**config.mk**
```make
export PLATFORM = sky130hd
export DESIGN_NAME = tape_fetch
export DESIGN_NICKNAME = d
export VERILOG_FILES = /design/src/rtl/tape_fetch_pkg.sv /design/src/rtl/tape_line_buf.sv /design/src/rtl/tape_fetch.sv
export SDC_FILE = /design/constraint.sdc
export NUM_CORES = 1
export LEC_CHECK = 0
export BUFFER_PORTS_ARGS = -buffer_cell sky130_fd_sc_hd__buf_2
export CAP_MARGIN = 20
export CELL_PAD_IN_SITES_DETAIL_PLACEMENT = 1
export CELL_PAD_IN_SITES_GLOBAL_PLACEMENT = 1
export CORE_UTILIZATION = 37
export CTS_BUF_LIST = sky130_fd_sc_hd__clkbuf_2 sky130_fd_sc_hd__clkbuf_4 sky130_fd_sc_hd__clkbuf_8
export CTS_CLUSTER_DIAMETER = 120
export CTS_CLUSTER_SIZE = 16
export DETAILED_ROUTE_END_ITERATION = 16
export PLACE_DENSITY_LB_ADDON = 0.1
export SLEW_MARGIN = 20
export SYNTH_ARGS = -nofsm -noshare
export SYNTH_HDL_FRONTEND = slang
export SYNTH_SLANG_ARGS = --single-unit
```
**constraint.sdc**
```tcl
create_clock -name clk_sys -period 7.21 [get_ports clk_sys]
set_input_delay 1.0815 -clock clk_sys [delete_from_list [all_inputs] [get_ports clk_sys]]
set_output_delay 1.0815 -clock clk_sys [all_outputs]
set_load 0.02 [all_outputs]
```
**src/rtl/tape_fetch_pkg.sv**
```systemverilog
// rtl/tape_fetch_pkg.sv - shared types and constants for the tape byte server
package tape_pkg;

  localparam int LINE_BYTES = 8;
  localparam int OFFS_W     = 3;
  localparam int ADDR_W_DEF = 25;
  localparam int TAG_W_DEF  = ADDR_W_DEF - OFFS_W;

  // Layout of one buffered line for the default tape address width.
  typedef struct packed {
    logic                    valid;
    logic [TAG_W_DEF-1:0]    tag;
    logic [LINE_BYTES*8-1:0] data;
  } line_t;

  typedef enum logic [2:0] {
    IDLE,
    DFETCH,
    PFETCH,
    SERVE,
    GAP
  } fetch_state_t;

  // Little-endian byte k of a 64-bit memory word.
  function automatic logic [7:0] byte_sel(input logic [LINE_BYTES*8-1:0] w,
                                          input logic [OFFS_W-1:0]       k);
    return w[{k, 3'b000} +: 8];
  endfunction

endpackage

```
**src/rtl/tape_line_buf.sv**
```systemverilog
// rtl/tape_line_buf.sv - two-entry line buffer with hit compare, victim pointer and byte mux
module tape_line_buf
  import tape_pkg::*;
#(
  parameter int TAG_W = TAG_W_DEF
) (
  input  logic                    clk_sys,
  input  logic                    reset_n,
  input  logic                    i_clear,
  input  logic                    i_wr_en,
  input  logic [TAG_W-1:0]        i_wr_tag,
  input  logic [LINE_BYTES*8-1:0] i_wr_data,
  input  logic [TAG_W-1:0]        i_lk_tag,
  input  logic [OFFS_W-1:0]       i_lk_offs,
  input  logic [TAG_W-1:0]        i_pr_tag,
  output logic                    o_hit,
  output logic [7:0]              o_byte,
  output logic                    o_pr_present
);

  logic [1:0]              r_valid;
  logic [TAG_W-1:0]        r_tag  [2];
  logic [LINE_BYTES*8-1:0] r_data [2];
  logic                    r_victim;

  logic [1:0]              w_lk_match;
  logic [1:0]              w_pr_match;
  logic                    w_wr_way;

  // Tag compare of both entries against the demand line and the probe (next) line.
  always_comb begin
    w_lk_match = 2'b00;
    w_pr_match = 2'b00;
    for (int i = 0; i < 2; i++) begin
      w_lk_match[i] = r_valid[i] && (r_tag[i] == i_lk_tag);
      w_pr_match[i] = r_valid[i] && (r_tag[i] == i_pr_tag);
    end
  end

  assign o_hit        = |w_lk_match;
  assign o_pr_present = |w_pr_match;
  assign o_byte       = byte_sel(w_lk_match[1] ? r_data[1] : r_data[0], i_lk_offs);

  // An empty entry is always filled first; only a full buffer consults the pointer.
  assign w_wr_way = !r_valid[0] ? 1'b0 : (!r_valid[1] ? 1'b1 : r_victim);

  // Valid bits and victim pointer; clear drops lines but leaves the pointer alone.
  always_ff @(posedge clk_sys or negedge reset_n) begin
    if (!reset_n) begin
      r_valid  <= 2'b00;
      r_victim <= 1'b0;
    end else if (i_clear) begin
      r_valid  <= 2'b00;
    end else if (i_wr_en) begin
      r_valid[w_wr_way] <= 1'b1;
      r_victim          <= ~r_victim;
    end
  end

  // Tag and data storage; contents are meaningless while the valid bit is low.
  always_ff @(posedge clk_sys) begin
    if (i_wr_en && !i_clear) begin
      r_tag[w_wr_way]  <= i_wr_tag;
      r_data[w_wr_way] <= i_wr_data;
    end
  end

endmodule

```
**src/rtl/tape_fetch.sv**
```systemverilog
// rtl/tape_fetch.sv - tape byte server with two-line buffer and next-line prefetch
module tape_fetch
  import tape_pkg::*;
#(
  parameter int ADDR_W   = 25,
  parameter bit PREFETCH = 1'b1
) (
  input  logic              clk_sys,
  input  logic              reset_n,
  input  logic              flush,
  input  logic              tape_rd,
  input  logic [ADDR_W-1:0] tape_addr,
  output logic              tape_rd_en,
  output logic [7:0]        tape_din,
  output logic              mem_req,
  output logic [ADDR_W-4:0] mem_addr,
  input  logic              mem_ack,
  input  logic [63:0]       mem_dout
);

  localparam int TAG_W = ADDR_W - OFFS_W;

  fetch_state_t     r_state;
  fetch_state_t     w_state_nxt;

  logic             r_tape_rd_en;
  logic [7:0]       r_tape_din;
  logic             r_mem_req;
  logic [TAG_W-1:0] r_mem_addr;

  logic [TAG_W-1:0] w_addr_line;
  logic [TAG_W-1:0] w_next_line;
  logic             w_hit;
  logic [7:0]       w_byte;
  logic             w_next_present;
  logic             w_ack_take;
  logic             w_req_set;
  logic [TAG_W-1:0] w_req_addr;

  assign w_addr_line = tape_addr[ADDR_W-1:OFFS_W];
  assign w_next_line = w_addr_line + 1'b1;

  // Data is only accepted while a fetch is outstanding; a flush in the same cycle discards it.
  assign w_ack_take = mem_ack && !flush && ((r_state == DFETCH) || (r_state == PFETCH));

  tape_line_buf #(
    .TAG_W (TAG_W)
  ) u_line_buf (
    .clk_sys      (clk_sys),
    .reset_n      (reset_n),
    .i_clear      (flush),
    .i_wr_en      (w_ack_take),
    .i_wr_tag     (r_mem_addr),
    .i_wr_data    (mem_dout),
    .i_lk_tag     (w_addr_line),
    .i_lk_offs    (tape_addr[OFFS_W-1:0]),
    .i_pr_tag     (w_next_line),
    .o_hit        (w_hit),
    .o_byte       (w_byte),
    .o_pr_present (w_next_present)
  );

  // Fetch/serve state register.
  always_ff @(posedge clk_sys or negedge reset_n) begin
    if (!reset_n) begin
      r_state <= IDLE;
    end else begin
      r_state <= w_state_nxt;
    end
  end

  // Next state and request launch; flush overrides everything and returns to IDLE.
  always_comb begin
    w_state_nxt = r_state;
    w_req_set   = 1'b0;
    w_req_addr  = r_mem_addr;
    if (flush) begin
      w_state_nxt = IDLE;
    end else begin
      case (r_state)
        IDLE: begin
          if (tape_rd) begin
            if (w_hit) begin
              w_state_nxt = SERVE;
            end else begin
              w_state_nxt = DFETCH;
              w_req_set   = 1'b1;
              w_req_addr  = w_addr_line;
            end
          end else if (PREFETCH && w_hit && !w_next_present) begin
            // Player is parked on a buffered line whose successor is missing.
            w_state_nxt = PFETCH;
            w_req_set   = 1'b1;
            w_req_addr  = w_next_line;
          end
        end
        DFETCH: begin
          if (mem_ack) w_state_nxt = SERVE;
        end
        PFETCH: begin
          // A demand that shows up now is picked up from IDLE after the fill.
          if (mem_ack) w_state_nxt = IDLE;
        end
        SERVE: begin
          w_state_nxt = GAP;
        end
        GAP: begin
          w_state_nxt = IDLE;
        end
        default: begin
          w_state_nxt = IDLE;
        end
      endcase
    end
  end

  // Registered outputs: strobe and byte from SERVE, request held with fixed address until ack.
  always_ff @(posedge clk_sys or negedge reset_n) begin
    if (!reset_n) begin
      r_tape_rd_en <= 1'b0;
      r_tape_din   <= 8'h00;
      r_mem_req    <= 1'b0;
      r_mem_addr   <= '0;
    end else if (flush) begin
      r_tape_rd_en <= 1'b0;
      r_mem_req    <= 1'b0;
    end else begin
      r_tape_rd_en <= (r_state == SERVE);
      if (r_state == SERVE) begin
        r_tape_din <= w_byte;
      end
      if (w_req_set) begin
        r_mem_req  <= 1'b1;
        r_mem_addr <= w_req_addr;
      end else if (w_ack_take) begin
        r_mem_req  <= 1'b0;
      end
    end
  end

  assign tape_rd_en = r_tape_rd_en;
  assign tape_din   = r_tape_din;
  assign mem_req    = r_mem_req;
  assign mem_addr   = r_mem_addr;

endmodule
```
# Yosys cells after proc, flatten, opt, wreduce, memory -nomap -nowiden

Memory sizes are Yosys's and may differ from the RTL's.
Index checks and enable logic that the tools add are counted.

Memories: 2
Bits in registers: 38
Bits in writable memories: 172
Bits of input ports: 94
Output and inout bits: 32

Memory list:

| memory            | depth | width | rd ports | clocked after Yosys merged registers in | wr ports | RTL line            | source |
|---|---|---|---|---|---|---|---|
| u_line_buf.r_data | 2     | 64    | 2        | 0                                       | 1        | tape_line_buf.sv:23 | `logic [LINE_BYTES*8-1:0] r_data [2];` |
| u_line_buf.r_tag  | 2     | 22    | 2        | 0                                       | 1        | tape_line_buf.sv:22 | `logic [TAG_W-1:0] r_tag [2];` |

Bitwise logic cells: 3
$lt $le $gt $ge: 2
Shifts and indexed selects: 1
$add $sub $neg: 1
Muxes and demuxes: 28
Reductions and logical operators: 22
Eq/ne operators: 11

Operators by type and width:

| cell                                                        | count |
|---|---|
| equality test 22 bit                                        | 4 |
| 2-to-1 mux 22 bit                                           | 3 |
| 2-to-1 mux 64 bit                                           | 1 |
| indexed part select 64 x 7 -> 8 bit                         | 1 |
| adder 22 x 1 -> 22 bit (second input constant)              | 1 |
| 2-to-1 mux 3 bit                                            | 5 |
| 2-to-1 mux 1 bit                                            | 14 |
| case mux 3 bit (4 select lines)                             | 1 |
| logical AND 1 bit                                           | 9 |
| equality test 3 x 2 -> 1 bit (second input constant)        | 2 |
| 2-to-1 mux 2 bit                                            | 3 |
| inequality test 3 bit (second input constant)               | 2 |
| AND reduction 5 bit                                         | 1 |
| inequality test 4 bit (second input constant)               | 1 |
| AND reduction 2 bit                                         | 2 |
| nonzero test 2 bit                                          | 2 |
| OR reduction 2 bit                                          | 2 |
| equality test 3 x 1 -> 1 bit (second input constant)        | 1 |
| logical NOT 3 bit                                           | 1 |
| AND reduction 3 bit                                         | 1 |
| nonzero test 3 bit                                          | 1 |
| logical NOT 1 bit                                           | 2 |
| less-than comparator 1 x 2 -> 1 bit (second input constant) | 1 |
| inequality test 2 bit (second input constant)               | 1 |
| 5 further kinds                                             | 6 |

# Longest topological paths before layout

Gate-level depths: netlist (run 1).

Depth in word-level cells: 12
Gate-level depth with buffers: 11
Mapped depth without buffers: 9

# Modules after synthesis

Synthesis (run 1) repeated with hierarchy kept, for this count alone.

Cells, all modules: 713
Area, all modules: 9824.4 um2

Modules (own cells, without submodules):

| module        | cells an instance | times used | sequential area each (um2) | area an instance (um2) |
|---|---|---|---|---|
| tape_line_buf | 471               | 1          | 5240.0                     | 7624.8 |
| tape_fetch    | 242               | 1          | 875.8                      | 2199.6 |

# Worst setup path before layout (run 1)

OpenSTA, ideal clock, no wires.

Path kind: input -> register
Start point: input port mem_ack
End point: memory u_line_buf.r_data[1][0] (netlist bit), enable pin
Slack: -490 ps
Buffers on the path: 0
Stages: 2
Arrival time: 7063 ps
Library setup time: 637 ps
Path through: nand3b_1 -> nor3_1

Longest elaborated chain between the ends: 5

RTL lines:

| element                                | RTL line            | source |
|---|---|---|
| start: declaration                     | tape_fetch.sv:17    | `input logic mem_ack,` |
| logical AND 1 bit (2 in series)        | tape_fetch.sv:44    | `assign w_ack_take = mem_ack && !flush && ((r_state == DFETCH) \|\| (r_state == PFETCH));` |
| logical AND 1 bit                      | tape_line_buf.sv:62 | `if (i_wr_en && !i_clear) begin` |
| 2-to-1 mux 1 bit                       | tape_line_buf.sv:62 |  |
| 2-to-1 mux 1 bit (implied by the code) | tape_line_buf.sv:64 | `r_data[w_wr_way] <= i_wr_data;` |
| end: declaration                       | tape_line_buf.sv:23 |  |

No other way between the ends.

# Worst setup path in the final report (run 1)

Start point: input port tape_addr[5]
End point: register r_mem_addr[11] (netlist: mem_addr[11])

Longest elaborated chain between the ends: 11

RTL lines:

| element                       | RTL line            | source |
|---|---|---|
| start: declaration            | tape_fetch.sv:12    | `input logic [ADDR_W-1:0] tape_addr,` |
| adder 22 x 1 -> 22 bit        | tape_fetch.sv:41    | `assign w_next_line = w_addr_line + 1'b1;` |
| equality test 22 bit          | tape_line_buf.sv:36 | `w_pr_match[i] = r_valid[i] && (r_tag[i] == i_pr_tag);` |
| logical AND 1 bit             | tape_line_buf.sv:36 |  |
| OR reduction 2 bit            | tape_line_buf.sv:41 | `assign o_pr_present = \|w_pr_match;` |
| logical NOT 1 bit             | tape_fetch.sv:90    | `end else if (PREFETCH && w_hit && !w_next_present) begin` |
| logical AND 1 bit             | tape_fetch.sv:90    |  |
| 2-to-1 mux 1 bit              | tape_fetch.sv:90    |  |
| 2-to-1 mux 1 bit              | tape_fetch.sv:82    | `if (tape_rd) begin` |
| 2-to-1 mux 1 bit              | tape_fetch.sv:80    | `case (r_state)` |
| 2-to-1 mux 1 bit              | tape_fetch.sv:77    | `if (flush) begin` |
| AND reduction 5 bit (no line) | n/a                 |  |
| end signal: assignment        | tape_fetch.sv:134   | `r_mem_addr <= w_req_addr;` |
| end: declaration              | tape_fetch.sv:29    | `logic [TAG_W-1:0] r_mem_addr;` |

Parallel ways exist; a longest one is shown, timed or not. The select of a mux whose other input is x is not followed.
A chain may end at the register's enable or synchronous reset.

==> out/metrics.csv, run 1 <==
metric;value;unit
syn_inst;918;
htreeDepth;1;
min_period_over_period;56.7;%
power_frac_seq;57.9;%
pre_cts_ws;2.62;ns
die_area;28900;sq um
syn_area_per_cell;11.4;sq um
synth_area;10400;sq um
synth_cell_types;70;
final.setup.worst_slack;3.12;ns
cts_setup_buffers;0;
place_congestion;0.984;
swShare;29.0;%
cts.clk_slew.worst_paths;0.11;ns
place.port_buffers;125;
drtIter0Drc;478;
cts_tree;built;
clock_sinks;210;
synth_seq_cells;210;
die_w;170;um
rsz0062_at_grt;false;
max-cap-violations;0;
die-height;170;um
numCtsBuffers;17;
io-pin-count;126;
design.core.area;27800;sq um
clockPowerShare;25.8;%
p_comb_share;16.3;%
drt_pass1_iterations;5;
cts-root-buf;clkbuf_8;
worstHoldStart;u_line_buf.r_victim;
yosys_warnings;0;
grt_use_total;22.1;%
ys_seq_area_share;58.5;%
async_reset_ff_share;18.1;%
antenna_found_initial;5;
p_sw;0.738;mW
grt_pass1_vias;7782;
synthTopCellsByArea;edfxtp_1 49%, dfrtp_1 9.1%, nand2_1 5.8%, xnor2_1 4.3%, nand3_1 3.4%;
relSlewSlack;27.9;%
power_leakage;4.25;nW
synth_top_area_cell;edfxtp_1;
dp.cells;1371;
netlist.area_leader.share;49.4;%
total_power;2.54;mW
cts_buffer_depth;3;
start_kind;primary input;
hold_violations;0;
clk_latency;0.52;ns
cp_data_required_time;7.63;ns
crit_fanout;24;
clock_skew;0.0255;ns
synth_edf_count;172;
outcome;completed;
worst_pin_slew;1.08;ns
finalNonFillerCells;1400;
rows;61;
hold_class;flip-flop to flip-flop;
end_kind;flip-flop;
area_growth;11.8;%
initial_core_util;37.6;%
min_to;u_line_buf.r_victim;
wl_per_cell;22.5;um
dpl.hpwl;21900;um
finalSetupTns;0;ns
grt_pass1_wl;47800;um
ant_nets;0;
critPathKind;primary input to flip-flop;
grt_max_degree;76;
min_period;4.09;ns
max_freq;0.244;GHz
slew_viol_final;0;
avgViaCountPerCell;5.49;
drive_gt1_share;18.4;%
synth_fp_nets;1014;
arrival;4.51;ns
synthFlopType;edfxtp_1;
ir_worst_vdd;0.160;mV
r2r_end;tape_din[1];
r2r_slack;3.73;ns
fill_cells;3096;
intPower;1.81;mW
gr-total-overflow;0;
num_vias;7688;
setup_violations;0;
pwr_density_cell;218;nW/um^2
hold_depth;1;
route.detailed.drc;0;
r2r-start;u_line_buf.r_tag[1][21];
wirelength;31500;um
holdBufCountCts;0;
r2r_cells;9;
layout.nets;1108;
ctsResizeCount;0;
layer usage:
metal / global-route usage (%) / wire, um / vias to the layer above
li1: - / - / 3598
met1: 27.9 / 13600 / 3837
met2: 39.2 / 15700 / 196
met3: 3.42 / 1330 / 51
met4: 5.76 / 820 / 6
met5: 0 / 30 / -
power by group through the flow:
stage / clock network, mW / registers, mW / logic, mW
after global placement: 0 / 1.50 / 0.415
final: 0.656 / 1.47 / 0.415
after detailed placement: 0 / 1.50 / 0.418
after global routing: 0.722 / 1.48 / 0.456
after CTS: 0.681 / 1.47 / 0.420
after floorplan: 0 / 1.53 / 0.206
cell families after synthesis:
group,share of synthesized area [%]
mux,3.66
flops,58.5
fa+ha+maj,0.239
xor+xnor,7.04
simple gates,19.6
compound gates,7.64
buf+inv,3.29
stage by stage:
stage          util, %  instance area (sq um)  hold WS, ns
3_3_place_gp      40.8                  11300        0.452
3_5_place_dp      40.8                  11300        0.455
5_1_grt           42.0                  11700        0.499
4_1_cts           42.0                  11700        0.473
6_report          42.0                  11700        0.470
2_1_floorplan        -                  10500        0.436
area by class of cell:
class | instances | area [sq um] | area share (%)
tap | 378 | 473 | 4.05
timing repair buffer | 136 | 712 | 6.10
antenna | 3 | 7.51 | 0.0643
clock buffer | 24 | 287 | 2.45
clock inverter | 2 | 23.8 | 0.204
multi-input combinational | 638 | 4030 | 34.5
sequential | 210 | 6120 | 52.4
inverter | 9 | 33.8 | 0.289
cells in the final DEF, fill, tap and decap left out, drive strengths merged, types with 4 or more instances in the layout:
cell    instances
a31oi          21
o311ai          8
o21ai          10
a311oi          4
nand2         162
buf           136
nor2           37
nand4          37
nor3           22
nand3          72
a22oi           9
mux2i          27
edfxtp        172
nor3b           5
xnor2          51
inv             9
xor2           33
a211oi          6
a21oi          10
and3           18
clkbuf         24
mux2           10
nor2b           7
a32oi          13
and4            7
or3            13
nor4            8
nand3b          4
and2            9
dfrtp          38
Yosys cell counts (8+ instances only):
cell type	instances
nor2_1	37
clkbuf_1	28
o21ai_0	10
o311ai_0	8
nand4_1	33
buf_2	13
and3_1	18
and2_1	9
buf_4	13
nor3_1	22
a32oi_1	13
nand2_1	161
nand3_1	71
a31oi_1	21
dfrtp_1	38
inv_1	8
xnor2_1	51
a22oi_1	8
mux2i_1	27
or3_1	13
a21oi_1	10
edfxtp_1	172
xor2_1	33
worst max-delay path by stage:
stage               slack [ns]         start                 endpoint  depth (start not counted)
detailed placement        2.62  tape_addr[6]             mem_addr[11]                         10
finish                    3.12  tape_addr[5]             mem_addr[11]                         10
floorplan                 2.14       mem_ack  u_line_buf.r_data[1][0]                          2
global route              2.77  tape_addr[5]              mem_addr[4]                         10
CTS                       3.20  tape_addr[6]             mem_addr[16]                         10
global placement          2.63  tape_addr[6]              mem_addr[5]                         10
worst max-delay path: stages:
cell,delay [ns]
buf_2,0.23
nand4_2,0.37
nor2_1,0.50
xnor2_1,0.11
a2111oi_0,0.56
nand4_1,0.24
o221ai_4,0.52
buf_4,0.42
nor3_1,0.10
or3_1,0.37
state kept, by name, indices dropped and copies added, names as in the netlist, 2 cells and up:
register,cells
mem_addr,22
r_state,3
tape_din,8
u_line_buf.r_data,128
u_line_buf.r_tag,44
u_line_buf.r_valid,2
(Power assumes the default switching activity.)
==> inputs of run 2 (changes only) <==
==> constraint.sdc (replaced) <==
create_clock -name clk_sys -period 4.2 [get_ports clk_sys]
set_input_delay 0.63 -clock clk_sys [delete_from_list [all_inputs] [get_ports clk_sys]]
set_output_delay 0.63 -clock clk_sys [all_outputs]
set_load 0.02 [all_outputs]
==> out/metrics.csv, run 2 (synthesized netlist as in run 1, its figures left out) <==
metric;value;unit;change
outcome;completed;;unchanged
grt_pass1_wl;48500;um;was 47800 um
pwr_density_cell;373;nW/um^2;was 218 nW/um^2
largest_reg_flops;128;;unchanged
die_area;28900;sq um;unchanged
wl_met1;13500;um;was 13600 um
grt_pass1_vias;7901;;was 7782
cts_buffer_depth;3;;unchanged
ant_nets;0;;unchanged
wirelength;31900;um;was 31500 um
cts_setup_buffers;0;;unchanged
min_period;3.36;ns;
max_freq;0.297;GHz;
place_congestion;0.971;;was 0.984
slew_viol_final;0;;unchanged
clock_sinks;210;;unchanged
num_vias;7732;;was 7688
cts.clk_slew.worst_paths;0.12;ns;was 0.11 ns
clk_latency;0.54;ns;was 0.52 ns
hold_class;primary input to asynchronous set/reset pin;;was flip-flop to flip-flop
r2r_slack;1.12;ns;was 3.73 ns
min_period_over_period;80.0;%;
io-pin-count;126;;unchanged
largest-register;u_line_buf.r_data;;unchanged
worst_pin_slew;0.965;ns;was 1.08 ns
arrival;3.82;ns;was 4.51 ns
p_sw;1.28;mW;was 0.738 mW
critPathKind;primary input to flip-flop;;unchanged
dp.cells;1387;;was 1371
layout.nets;1124;;was 1108
final_cell_mix;172 x edfxtp_1, 159 x nand2_1, 125 x buf_2;;unchanged
die_w;170;um;unchanged
place.port_buffers;125;;unchanged
gr-total-overflow;0;;unchanged
route.detailed.drc;0;;unchanged
initial_core_util;37.6;%;unchanged
end_kind;flip-flop;;unchanged
r2r-start;u_line_buf.r_tag[1][18];;was u_line_buf.r_tag[1][21]
power_leakage;4.35;nW;was 4.25 nW
wl_met2;16300;um;was 15700 um
htreeDepth;1;;unchanged
rows;61;;unchanged
finalSetupTns;0;ns;unchanged
grt_max_degree;65;;was 76
grt_use_total;22.4;%;was 22.1%
avgViaCountPerCell;5.46;;was 5.49
holdBufCountCts;0;;unchanged
hold_violations;0;;unchanged
intPower;3.14;mW;was 1.81 mW
r2r_cells;9;;unchanged
cp_data_required_time;4.66;ns;was 7.63 ns
drt_pass1_iterations;5;;unchanged
start_kind;primary input;;unchanged
setup_violations;0;;unchanged
drtIter0Drc;498;;was 478
total_power;4.42;mW;was 2.54 mW
cts_tree;built;;unchanged
area_growth;13.4;%;was 11.8%
dr.max_layer_used;met5;;unchanged
dpl.hpwl;22500;um;was 21900 um
ir_worst_vdd;0.295;mV;was 0.160 mV
clockPowerShare;26.4;%;was 25.8%
final_common_cell;edfxtp_1;;unchanged
crit_fanout;15;;was 24
rsz0062_at_grt;false;;unchanged
antenna_found_initial;3;;was 5
wl_per_cell;22.5;um;about the same
swShare;28.9;%;was 29.0%
ctsResizeCount;0;;unchanged
die-height;170;um;unchanged
power_frac_seq;57.0;%;was 57.9%
relSlewSlack;35.4;%;was 27.9%
clock_skew;0.0392;ns;was 0.0255 ns
numCtsBuffers;17;;unchanged
finalNonFillerCells;1417;;was 1400
met3WireLength;1430;um;was 1330 um
drive_gt1_share;19.8;%;was 18.4%
max-cap-violations;0;;unchanged
cts-root-buf;clkbuf_8;;unchanged
design.core.area;27800;sq um;unchanged
r2r_end;mem_addr[1];;was tape_din[1]
p_comb_share;16.6;%;was 16.3%
run 2: changes by cell type in the layout (fill, tap and decap cells not counted):
cell        delta
buf_12         +4
buf_4         +13
buf_6          -1
clkbuf_4       +3
clkinv_8       -1
clkinvlp_4     -1
diode_2        -2
inv_4          +1
inv_8          +1
nand2_2        +1
nand2_4        -1
run 2: per-stage QoR:
stage | cell area, sq um | utilization [%] | hold WS (ns) | setup slack, ns
2_1_floorplan | 10500 | - | 0.334 | 0.675
3_3_place_gp | 11500 | 41.5 | 0.450 | 0.399
3_5_place_dp | 11500 | 41.5 | 0.455 | 0.413
4_1_cts | 11800 | 42.6 | 0.167 | 0.960
5_1_grt | 11800 | 42.6 | 0.189 | 0.716
6_report | 11900 | 42.7 | 0.166 | 0.838
run 2: worst max-delay path by stage:
| stage | start | endpoint |
|---|---|---|
| finish | tape_addr[5] | mem_addr[1] |
| global route | tape_addr[5] | mem_addr[1] |
| CTS | tape_addr[5] | mem_addr[1] |
| detailed placement | tape_addr[5] | mem_addr[1] |
| global placement | tape_addr[6] | mem_addr[2] |
| floorplan | r_state[1] | u_line_buf.r_data[0][0] |
run 2: critical path, stage by stage:
cell	delay [ns]
buf_2	0.24
nand4_2	0.34
nor2_1	0.48
xnor2_1	0.12
a2111oi_0	0.63
nand4_1	0.25
o221ai_4	0.23
buf_4	0.25
buf_4	0.23
mux2_2	0.35
nand3_1	0.06
run 2: final cells by class:
cell class,instances,area (sq um)
inverter,9,33.8
timing repair buffer,152,878
clock buffer,27,309
tap,378,473
clock inverter,2,17.5
multi-input combinational,638,4020
fill,3058,15900
antenna,1,2.50
sequential,210,6120
run 2: power by group through the flow:
stage                     registers (mW)  clock network (mW)  logic (mW)
after floorplan                     2.62                   0       0.354
after global placement              2.57                   0       0.730
after detailed placement            2.57                   0       0.738
after CTS                           2.52                1.21       0.741
after global routing                2.54                1.27       0.803
final                               2.52                1.17       0.734
run 2: routing by layer:
metal,vias up,GRT usage [%]
met5,-,0
met4,4,5.60
met3,45,3.40
met2,173,40.1
met1,3884,28.2
li1,3626,-
